$ cat src/rtl/reconf_fir_filter.sv
// reconf_fir_filter: 40-tap FIR built from four 10-tap modules with serially loaded coefficient RAMs.
// Build option FIR_OUT_SATURATE_EN: saturate the output to 16 bits instead of wrapping.
module reconf_fir_filter #(
  parameter int NTAP_PER_MOD = 10,
  parameter int NMOD         = 4,
  parameter int ACC_W        = 24,
  parameter int DATA_W       = 3,
  parameter int COEF_W       = 16
) (
  input  logic                     iClk12M,
  input  logic                     iRsn,
  input  logic                     iEnSample600k,
  input  logic                     iCoeffUpdateFlag,
  input  logic                     iMemRdFlag,
  input  logic [1:0]               iModuleSel,
  input  logic signed [COEF_W-1:0] iWtDtRam,
  input  logic signed [DATA_W-1:0] iFirIn,
  output logic signed [15:0]       oFirOut
);

  localparam int NTAP   = NMOD * NTAP_PER_MOD;
  localparam int CNT_W  = $clog2(NTAP_PER_MOD + 2);
  localparam int ADDR_W = $clog2(NTAP_PER_MOD);
  localparam int MOD_W  = $clog2(NMOD);
  localparam int XI_W   = $clog2(NTAP);
  localparam int PROD_W = COEF_W + DATA_W;
  localparam int OUT_W  = 16;
  localparam logic [CNT_W-1:0] LAST = CNT_W'(NTAP_PER_MOD);
`ifdef FIR_OUT_SATURATE_EN
  localparam logic signed [ACC_W-1:0] SAT_MAX = ACC_W'((1 << (OUT_W - 1)) - 1);
  localparam logic signed [ACC_W-1:0] SAT_MIN = -SAT_MAX - ACC_W'(1);
`endif

  logic signed [COEF_W-1:0] ram_q [NMOD][NTAP_PER_MOD];
  logic signed [DATA_W-1:0] x_q   [NTAP];
  logic signed [ACC_W-1:0]  acc_q [NMOD];
  logic [CNT_W-1:0]         wc_q, wc_d;
  logic [CNT_W-1:0]         rc_q, rc_d;
  logic [MOD_W-1:0]         rd_mod_q;
  logic signed [OUT_W-1:0]  oFirOut_q;

  logic                     wr_en;
  logic [ADDR_W-1:0]        wr_addr;
  logic                     rd_go, rd_arm, rd_issue;
  logic [ADDR_W-1:0]        rd_addr;

  logic                     vld_p0;
  logic signed [COEF_W-1:0] coef_p0;
  logic [ADDR_W-1:0]        addr_p0;
  logic [MOD_W-1:0]         mod_p0;
  logic [XI_W-1:0]          x_idx_p0;
  logic signed [PROD_W-1:0] prod_p0;
  logic                     mac_en;
  logic signed [ACC_W-1:0]  acc_sum;

  function automatic logic signed [ACC_W-1:0] sext_prod(input logic signed [PROD_W-1:0] p);
    return ACC_W'(p);
  endfunction

  function automatic logic signed [OUT_W-1:0] combine(input logic signed [ACC_W-1:0] s);
`ifdef FIR_OUT_SATURATE_EN
    if (s > SAT_MAX)      return OUT_W'(SAT_MAX);
    else if (s < SAT_MIN) return OUT_W'(SAT_MIN);
    else                  return OUT_W'(s);
`else
    return OUT_W'(s);
`endif
  endfunction

  // Write session: count 0 is the arming cycle, counts 1..N write addresses 0..N-1, then hold.
  always_comb begin
    wr_en   = iCoeffUpdateFlag && (wc_q != '0) && (wc_q <= LAST);
    wr_addr = ADDR_W'(wc_q - 1'b1);
    if (!iCoeffUpdateFlag)  wc_d = '0;
    else if (wc_q <= LAST)  wc_d = wc_q + 1'b1;
    else                    wc_d = wc_q;
  end

  // Read session is frozen entirely while a coefficient write session is open.
  always_comb begin
    rd_go    = iMemRdFlag && !iCoeffUpdateFlag;
    rd_arm   = rd_go && (rc_q == '0);
    rd_issue = rd_go && (rc_q != '0) && (rc_q <= LAST);
    rd_addr  = ADDR_W'(rc_q - 1'b1);
    if (iCoeffUpdateFlag)   rc_d = rc_q;
    else if (!iMemRdFlag)   rc_d = '0;
    else if (rc_q <= LAST)  rc_d = rc_q + 1'b1;
    else                    rc_d = rc_q;
  end

  always_ff @(posedge iClk12M or negedge iRsn) begin
    if (!iRsn) begin
      wc_q     <= '0;
      rc_q     <= '0;
      rd_mod_q <= '0;
      vld_p0   <= 1'b0;
    end else begin
      wc_q   <= wc_d;
      rc_q   <= rc_d;
      vld_p0 <= rd_issue;
      if (rd_arm) rd_mod_q <= iModuleSel;
    end
  end

  always_ff @(posedge iClk12M or negedge iRsn) begin
    if (!iRsn) begin
      for (int m = 0; m < NMOD; m++)
        for (int k = 0; k < NTAP_PER_MOD; k++)
          ram_q[m][k] <= '0;
    end else if (wr_en) begin
      ram_q[iModuleSel][wr_addr] <= iWtDtRam;
    end
  end

  // Stage p0: registered RAM read, tagged with its tap address and module.
  always_ff @(posedge iClk12M) begin
    if (rd_issue) begin
      coef_p0 <= ram_q[rd_mod_q][rd_addr];
      addr_p0 <= rd_addr;
      mod_p0  <= rd_mod_q;
    end
  end

  always_comb begin
    x_idx_p0 = XI_W'(mod_p0) * XI_W'(NTAP_PER_MOD) + XI_W'(addr_p0);
    prod_p0  = PROD_W'(coef_p0) * PROD_W'(x_q[x_idx_p0]);
    mac_en   = vld_p0 && !iCoeffUpdateFlag;
  end

  // Stage p1: accumulate; arming a module clears its accumulator.
  always_ff @(posedge iClk12M or negedge iRsn) begin
    if (!iRsn) begin
      for (int m = 0; m < NMOD; m++) acc_q[m] <= '0;
    end else begin
      if (mac_en) acc_q[mod_p0] <= acc_q[mod_p0] + sext_prod(prod_p0);
      if (rd_arm) acc_q[iModuleSel] <= '0;
    end
  end

  always_ff @(posedge iClk12M or negedge iRsn) begin
    if (!iRsn) begin
      for (int k = 0; k < NTAP; k++) x_q[k] <= '0;
    end else if (iEnSample600k) begin
      for (int k = NTAP - 1; k > 0; k--) x_q[k] <= x_q[k-1];
      x_q[0] <= iFirIn;
    end
  end

  always_comb begin
    acc_sum = '0;
    for (int m = 0; m < NMOD; m++) acc_sum = acc_sum + acc_q[m];
  end

  always_ff @(posedge iClk12M or negedge iRsn) begin
    if (!iRsn)              oFirOut_q <= '0;
    else if (iEnSample600k) oFirOut_q <= combine(acc_sum);
  end

  assign oFirOut = oFirOut_q;

endmodule

$ cat config.mk
export PLATFORM = sky130hd
export DESIGN_NAME = reconf_fir_filter
export DESIGN_NICKNAME = d
export VERILOG_FILES = /design/src/rtl/reconf_fir_filter.sv
export SDC_FILE = /design/constraint.sdc
export NUM_CORES = 1
export LEC_CHECK = 0
export CAP_MARGIN = 20
export CORE_MARGIN = 5
export CORE_UTILIZATION = 68
export CTS_BUF_LIST = sky130_fd_sc_hd__clkbuf_16
export DETAILED_ROUTE_END_ITERATION = 8
export PLACE_DENSITY = 0.9
export SLEW_MARGIN = 15
export SYNTH_ARGS = -nofsm -noshare
export SYNTH_HDL_FRONTEND = slang
export SYNTH_SLANG_ARGS = --single-unit
$ cat constraint.sdc
create_clock -name iClk12M -period 10.4 [get_ports iClk12M]
set_input_delay 2.08 -clock iClk12M [delete_from_list [all_inputs] [get_ports iClk12M]]
set_output_delay 2.08 -clock iClk12M [all_outputs]
set_load 0.005 [all_outputs]
==> results of run 1 <==
final timing paths:
kind | end | from | slack (ns) | cells past startpoint
worst max-delay path | acc_q[62] | mod_p0[0] | 2.32 | 24
worst min-delay path | oFirOut[9] | oFirOut[9] | 0.48 | 1
worst max register to register | acc_q[62] | mod_p0[0] | 2.32 | 24
worst min register to register | oFirOut[9] | oFirOut[9] | 0.48 | 1
max in group asynchronous | ram_q[419] | iRsn | 6.56 | 3
min in group asynchronous | acc_q[26] | iRsn | 1.47 | 1
metal layers:
metal / up-vias / part of all wire [%] / track usage (%)
met5: - / 0.013 / 0
met4: 2 / 4.8 / 12.4
met3: 346 / 6.2 / 5.49
met2: 1055 / 50 / 49.6
met1: 13300 / 38 / 39.8
li1: 10500 / - / -
layout by cell type, fill, tap and decap left out, drive strengths merged, types with 4 or more instances in the layout:
cell             n
clkdlybuf4s50   39
o21ai           19
nand2          127
nor3            24
mux4           239
ha              58
mux2           772
a211oi          10
and2b            5
clkinv          48
xor2            10
nand2b           6
and3            19
a31oi            4
clkbuf          88
nand3b           7
xnor2           19
nor2            98
a21o             7
o21a            10
o31ai            6
nor2b           14
o22ai           18
fa              59
buf             86
mux2i           51
dfrtp          851
bufinv           8
nand3           16
a21oi           69
edfxtp          22
inv             94
or3              5
through the flow:
stage / hold slack, ns / utilization, % / power, mW / worst slack (ns) / instance area, um^2
after floorplan: 0.423 / - / 6.97 / 3.81 / 42400
after global placement: 0.466 / 70.8 / 7.71 / 2.97 / 43700
after detailed placement: 0.475 / 71.0 / 7.94 / 2.54 / 43800
after CTS: 0.487 / 75.5 / 11.1 / 2.44 / 46600
after global routing: 0.509 / 75.5 / 11.6 / 1.82 / 46600
final: 0.483 / 75.5 / 11.0 / 2.32 / 46600
power by group:
| part | switching, mW | internal, mW | leakage [nW] | total (mW) |
|---|---|---|---|---|
| Combinational | 1.69 | 1.71 | 8.75 | 3.39 |
| Clock | 1.34 | 1.75 | 1.41 | 3.09 |
| Sequential | 0.491 | 4.07 | 11.7 | 4.56 |
| Total | 3.52 | 7.53 | 21.8 | 11.0 |
final cells by class:
class	count	area (um^2)	share of cell area [%]
well taps	837	1050	2.25
flip-flops and latches	873	22000	47.1
clock inverters	71	591	1.27
inverters	82	308	0.660
multi-input cells	1705	19300	41.5
repair buffers	125	1150	2.46
clock buffers	88	2200	4.72
logic make-up (layout without fill, tap and decap cells):
group                    count (synthesis)  in the layout
multiplexers                          1062           1062
flip-flops                             873            873
AND/OR/NAND/NOR                        332            332
buffers and inverters                  289            366
AO/OA/AOI/OAI                          164            164
adder cells (fa/ha/maj)                117            117
XOR/XNOR                                30             30
registers in the layout, summed over array words and instances (netlist names):
name      cells
x_q         120
vld_p0        1
ram_q       640
wc_q          4
rd_mod_q      2
addr_p0       4
coef_p0      16
rc_q          4
mod_p0        2
oFirOut      16
acc_q        64
==> results.json, run 1 <==
{
  "start_util_pct": 68.7,
  "finalClockSkew_ns": 0.0201,
  "min_period_ns": 8.08,
  "drv_cap": 0,
  "cts_tree": "built",
  "max_clock_freq_mhz": 124,
  "grt_pass1_wl_um": 158000,
  "status": "finished clean",
  "cts_buffers": 87,
  "wire_per_inst_um": 26.0,
  "grt_pass1_vias": 27500,
  "io_buffers": 41,
  "placementRows": 91,
  "synthCells": 2867,
  "synth_compound_area_share_pct": 2.39,
  "power_density_nw_per_um2": 237,
  "critPathLaunchType": "flip-flop",
  "cts_root_buffer": "clkbuf_16",
  "synth_area_leader_cell": "dfrtp_1",
  "required_ns": 10.92,
  "synth_most_common_cell": "dfrtp_1",
  "dieArea_um2": 67400,
  "cp-end-kind": "flip-flop",
  "antenna_cells": 0,
  "fillers": 3398,
  "grt_usage_pct": 29.9,
  "first_pass_iters": 5,
  "cp_max_fo": 25,
  "synth_area_leaders": "dfrtp_1 50%, mux2_2 20%, mux4_2 12%",
  "synth_top_cell_area_share_pct": 50.2,
  "cp_num_buf_inv": 3,
  "die-height_um": 260,
  "hpwl_um": 59000,
  "hold_violations": 0,
  "synth-xor-area-share_pct": 0.697,
  "synth-seq-cells": 873,
  "cts_sinks": 873,
  "finalSetupTns_ns": 0,
  "cp_cell_sequence": "buf_4 -> ha_1 -> fa_1 -> mux4_1 -> mux4_2 -> mux2_4 -> a21oi_4 -> nand2b_1 -> fa_1 -> inv_1 -> fa_1 -> fa_1 -> ha_1 -> inv_1 -> fa_1 -> nor2b_1 -> o21ai_0 -> a21boi_0 -> o21a_1 -> o21ai_0 -> a21oi_1 -> nor3_1 -> nor3_1 -> nor3_1",
  "synth_seq_area_share_pct": 51.8,
  "drt-total-wl_um": 98200,
  "slowest_stage": "fa_1",
  "grt_max_degree": 189,
  "antenna_found_initial": 1,
  "synth_area_um2": 42400,
  "muxShareOfSynthArea_pct": 34.5,
  "synth_common_cells": "851 x dfrtp_1, 771 x mux2_2, 233 x mux4_2, 177 x clkbuf_1, 127 x nand2_1",
  "ant_nets": 0,
  "die_w_um": 260,
  "setup_violations": 0,
  "ys_warn_count": 0,
  "syn_nets": 3010,
  "ys_async_sr_fraction_pct": 97.5,
  "synth_edf_count": 22,
  "worstSkewPairLatency_ns": 0.65,
  "hp-class": "flip-flop to flip-flop",
  "finalWeightedCongestion": 0.839,
  "nNetsFinal": 3017,
  "period_share_pct": 77.7,
  "crit_arrival_ns": 8.60,
  "cts_hold_buffers": 0,
  "dpl.cell_count": 3621,
  "crit_top_cell": "fa_1",
  "vdd_ir_drop_max_v": 0.000157,
  "worst_pin_slew_ns": 1.02,
  "grt_setup_unrepaired": "no",
  "cpPeakStageDelay_ns": 1.00,
  "io_pins": 42,
  "syn_to_final_growth_pct": 9.97,
  "drive_above_1_share_pct": 42.1,
  "synthSimpleGateAreaFrac_pct": 3.51,
  "cts.repair.resized": 0,
  "yosys_most_used_dff": "dfrtp_1",
  "clk_path_buf_depth": 3,
  "worstSetupPathType": "flip-flop to flip-flop",
  "via_count": 25100,
  "synth_top_family_by_area": "multiplexers",
  "cts_setup_buffers": 0,
  "leakagePower_nw": 21.8,
  "maxSlewViolCount": 0,
  "viasPerCell": 6.65,
  "max_slew_margin_pct": 32.2,
  "clk_pin_slew_ns": 0.06,
  "drc_errors": 0,
  "instances_no_fill": 3781,
  "crit_family": "adder cells",
  "drtIter0Drc": 2472,
  "synth.distinct_cells": 59,
  "grt.overflow.total": 0,
  "syn_area_per_cell_um2": 14.8,
  "cts_htree_levels": 3,
  "core_um2": 61700,
  "synthAdderAreaFrac_pct": 4.50
}
No activity file was read; power rests on OpenSTA's default activity.
==> inputs of run 2 (changes only) <==
CORE_UTILIZATION = 57   (was 68)
PLACE_DENSITY = 0.81   (was 0.9)
clock period = 7.1 ns   (was 10.4 ns; I/O delays follow)
==> results.json, run 2 (same netlist as run 1, synthesis figures left out) <==
{
  "dieArea_um2": 79900,
  "hpwl_um": 59800,
  "drt-total-wl_um": 95500,
  "cts_tree": "built",
  "mostFrequentLayoutCell": "dfrtp_1",
  "nNetsFinal": 3033,
  "instances_no_fill": 3932,
  "core_um2": 74100,
  "cts_root_buffer": "clkbuf_16",
  "layout_common_cells": "848 x dfrtp_1, 771 x mux2_2, 233 x mux4_2",
  "grt.overflow.total": 0,
  "cp-end-kind": "flip-flop",
  "power_mw": 16.3,
  "grt_usage_pct": 24.4,
  "power_density_nw_per_um2": 347,
  "grt_setup_unrepaired": "no",
  "clk_path_buf_depth": 3,
  "wire_per_inst_um": 24.3,
  "cp_cell_sequence": "ha_2 -> fa_2 -> buf_4 -> mux2_2 -> a222oi_1 -> nand2_1 -> or2_2 -> fa_1 -> inv_1 -> fa_1 -> fa_1 -> ha_1 -> inv_1 -> fa_1 -> nor2b_1 -> o21ai_0 -> a21boi_0 -> o21a_1 -> o21ai_0 -> a21oi_2 -> nor3_1 -> xor2_1 -> buf_4 -> o31ai_1",
  "worstSkewPairLatency_ns": 0.67,
  "final_area_um2": 47100,
  "critPathLaunchType": "flip-flop",
  "maxSlewViolCount": 0,
  "leakagePower_nw": 22.0,
  "die-height_um": 283,
  "fillers": 5163,
  "via_count": 24600,
  "placementRows": 100,
  "ant_nets": 0,
  "syn_to_final_growth_pct": 11.1,
  "placed_area_um2": 44000,
  "rr_worst_depth": 24,
  "drive_above_1_share_pct": 42.9,
  "finalWeightedCongestion": 0.821,
  "crit_arrival_ns": 7.30,
  "hold_depth": 2,
  "hold_violations": 0,
  "required_ns": 7.63,
  "vdd_ir_drop_max_v": 0.000254,
  "drc_errors": 0,
  "first_pass_iters": 5,
  "setup_violations": 0,
  "io_pins": 42,
  "max_slew_margin_pct": 24.7,
  "clk_pin_slew_ns": 0.06,
  "grt_pass1_wl_um": 153000,
  "io_buffers": 41,
  "grt_max_degree": 194,
  "cp_max_fo": 6,
  "period_share_pct": 95.4,
  "largest_register_ffs": 640,
  "worstSetupPathType": "flip-flop to flip-flop",
  "cts_hold_buffers": 0,
  "worst_pin_slew_ns": 1.13,
  "status": "finished clean",
  "crit_top_cell": "fa_1",
  "grt_pass1_vias": 26700,
  "cpPeakStageDelay_ns": 0.62,
  "r2r_slack_ns": 0.33,
  "cts_sinks": 873,
  "cts_buffers": 90,
  "dpl.cell_count": 3760,
  "viasPerCell": 6.27,
  "finalClockSkew_ns": 0.0431,
  "drtIter0Drc": 1815,
  "min_to": "oFirOut[14]",
  "cts_htree_levels": 3,
  "start_util_pct": 57.2,
  "drv_cap": 0,
  "max_clock_freq_mhz": 148,
  "hp-class": "flip-flop to flip-flop",
  "reg.largest.list": "ram_q: 640 flops, x_q: 120 flops, acc_q: 64 flops",
  "min_from": "oFirOut[14]",
  "slowest_stage": "fa_2",
  "reg2reg_to": "acc_q[60]",
  "die_w_um": 283,
  "regMostFlops": "ram_q",
  "finalSetupTns_ns": 0,
  "final_util_pct": 63.6,
  "antenna_found_initial": 1,
  "min_period_ns": 6.77,
  "r2r-start": "mod_p0[0]"
}
## run 2: through the flow
stage	setup WS (ns)	hold slack, ns
after CTS	0.130	0.490
final	0.327	0.489
after floorplan	0.514	0.423
after global placement	0.0989	0.471
after detailed placement	-0.213	0.474
after global routing	0.0227	0.509
## run 2: worst max path at each step
stage	start	end	slack (ns)	cells past startpoint
4_1_cts	mod_p0[0]	acc_q[86]	0.13	23
6_report	mod_p0[0]	acc_q[60]	0.33	24
3_3_place_gp	mod_p0[0]	acc_q[14]	0.1	23
3_5_place_dp	mod_p0[0]	acc_q[86]	-0.21	23
5_1_grt	mod_p0[0]	acc_q[36]	0.02	24
2_1_floorplan	mod_p0[0]	acc_q[14]	0.51	24
## run 2: power breakdown
group / total [mW] / internal [mW] / switching [mW]
Clock: 4.70 / 2.70 / 2.00
Combinational: 4.98 / 2.54 / 2.45
Sequential: 6.66 / 5.97 / 0.694
Total: 16.3 / 11.2 / 5.14
## run 2: worst max-delay path, delay by kind of cell (launching register included)
kind | cells | cell delay [ns]
compound gates | 7 | 1.62
mux | 1 | 0.33
xor+xnor | 1 | 0.16
fa+ha+maj | 7 | 2.92
buf+inv | 4 | 0.46
flops | 1 | 0.43
simple gates | 4 | 0.73
## run 2: per-layer routing
layer	vias to the layer above	part of all wire, %	GRT usage (%)	routed length [um]
li1	10500	-	-	-
met1	13200	41	32.8	38800
met5	-	0	0	0
met3	208	5.2	3.87	4970
met4	0	3.6	8.89	3410
met2	751	51	40.9	48300
## run 2: timing repair
action	in CTS	in global routing
pin swaps	0	3
resized for setup	2	5
setup endpoints to repair	4	10
setup buffers	0	4
## run 2: area by class of cell
cell class                 count  area, um^2  area share [%]
antenna                        1        2.50         0.00531
clock buffer                  91        2280            4.83
clock inverter                73         671            1.42
inverter                      82         308           0.654
multi-input combinational   1705       19400            41.2
sequential                   873       22000            46.6
tap                          969        1210            2.57
timing repair buffer         138        1270            2.70
==> RTL edit: new RTL, flow settings as in run 2 <==
Change the parameter `NTAP_PER_MOD` from 10 to 5.
--- a/src/rtl/reconf_fir_filter.sv
+++ b/src/rtl/reconf_fir_filter.sv
@@ -1,7 +1,7 @@
 // reconf_fir_filter: 40-tap FIR built from four 10-tap modules with serially loaded coefficient RAMs.
 // Build option FIR_OUT_SATURATE_EN: saturate the output to 16 bits instead of wrapping.
 module reconf_fir_filter #(
-  parameter int NTAP_PER_MOD = 10,
+  parameter int NTAP_PER_MOD = 5,
   parameter int NMOD         = 4,
   parameter int ACC_W        = 24,
   parameter int DATA_W       = 3,
Formal check against the unedited RTL: same outputs for any inputs over 4 cycles, from zero or initial values; that may be too few to reach the edited logic, so the function may still have changed.
==> RTL edit against run 2 <==
- sequential share of layout area is 2.0 points lower
- power down 14%
- largest cell class unchanged
- clock skew down 0.0091 ns
- area after synthesis decreased by 41%
- sequential cell count shrank 383
- largest power group is now combinational logic
- count of clock-buffer cells in the layout decreased by 39
- setup slack got worse by 0.044 ns
- die area fell by 39%
- synthesized cell count down 35%
- final area is 41% lower
- critical path type unchanged
- hold slack better by 0.010 ns
- routed wire length fell by 44%
- highest routed layer unchanged
==> RTL edit: results (changes against run 2) <==
[detailed_routing]
avgViaCountPerCell=6.06  ; -3.3%
via_count=15100  ; -39%
wl_met3_um=2920  ; -41%
wirelength_met1_um=22300  ; -43%
initialDrtViolationCount=972  ; -46%
wl_um=53200  ; -44%

[setup_path]
r2r_slack_ns=0.28  ; -0.04 ns
endpoint=acc_q[14]
worst_ep_arrival_time_ns=7.31  ; about the same
worstPathMaxFanout=10  ; +4
max_stage_delay_ns=0.55  ; -0.07 ns

[cells_and_area]
drive_gt1_share_pct=33.2  ; -9.6 points
reg.largest.list=ram_q: 320 flops, acc_q: 64 flops, x_q: 60 flops
multi_input_gates=1168  ; -31%
inverters=80  ; -2.4%
clk_share_pct=5.76  ; -0.49 points
nNonClkBuffers=71  ; -49%
multi_input_area_share_pct=43.5  ; +2.3 points
nClkBuffers=52  ; -43%
fillers=3183  ; -38%
regArea_sq_um=12400  ; -44%

[place]
gp_congestion=0.865  ; +5.3%

[worst_hold_path]
min_to=ram_q[69]
min_path_cells=1  ; -1
hp-start=ram_q[69]

[global_routing]
grt_pass1_wl_um=88000  ; -42%
grt_max_degree=185  ; -4.6%
use_met1_pct=30.5  ; -2.3 points
use_met3_pct=3.80  ; -0.067 points
track_usage_pct=22.7  ; -1.7 points
antenna_found_initial=0  ; -1

[cts]
worstSkewPairLatency_ns=0.61  ; -0.06 ns
clock-sinks=490  ; -44%
numCtsBuffers=51  ; -43%
cts_resized=0  ; -2

[yosys]
synth_nets=2003  ; -33%
synth_xor_area_share_pct=1.20  ; +0.50 points
yosys.area_share.adder_pct=7.56  ; +3.1 points
ys_types=65  ; +10%
muxShareOfSynthArea_pct=29.1  ; -5.4 points
synth_top_cells_by_area=dfrtp_1 (47%), mux2_2 (18%), mux4_2 (9.1%)
synthCells=1860  ; -35%
synth_edf_count=21  ; -4.5%
synth-seq-area-share_pct=49.1  ; -2.7 points
netlist_top_cells_count=dfrtp_1 (469), mux2_2 (409), nand2_1 (125)
synth-compound-area-share_pct=4.43  ; +2.0 points

[power]
clock_power_w=0.00256  ; -46%
p_leak_nw=12.8  ; -42%
p_seq_w=0.00433  ; -35%
sw_frac_of_total_pct=39.6  ; +8.1 points
ir_worst_vdd_mv=0.449  ; +77%

[sta]
worstMarginPinSlew_ns=1.10  ; -0.0250 ns
fin_skew_ns=0.0341  ; -0.00906 ns

[outcome]
outcome=finished, final reports clean

[RTL edit: cell count changes in the layout (fill, tap and decap cells not counted), moves of 11 or more]
cell | before | now
a22oi_1 | 1 | 17
and3_1 | 19 | 8
buf_4 | 84 | 28
clkbuf_16 | 91 | 52
clkinv_2 | 24 | 3
dfrtp_1 | 848 | 467
mux2_2 | 771 | 409
mux2i_1 | 51 | 35
mux4_2 | 233 | 102
nor2_1 | 84 | 70
nor2_2 | 14 | 0
nor2b_1 | 13 | 39
nor3_1 | 23 | 8
[RTL edit: per-stage QoR]
step                      instance area (sq um)  utilization [%]  worst slack (ns)  power, W  hold WS, ns
final                                     27700             63.0             0.283    0.0141        0.499
after global routing                      27700             63.0          -0.00788    0.0152        0.511
after CTS                                 27700             62.9             0.128    0.0141        0.501
after detailed placement                  26100             59.3             0.148    0.0115        0.488
after global placement                    26100             59.3             0.431    0.0112        0.481
after floorplan                           25200                -             0.447   0.00967        0.420
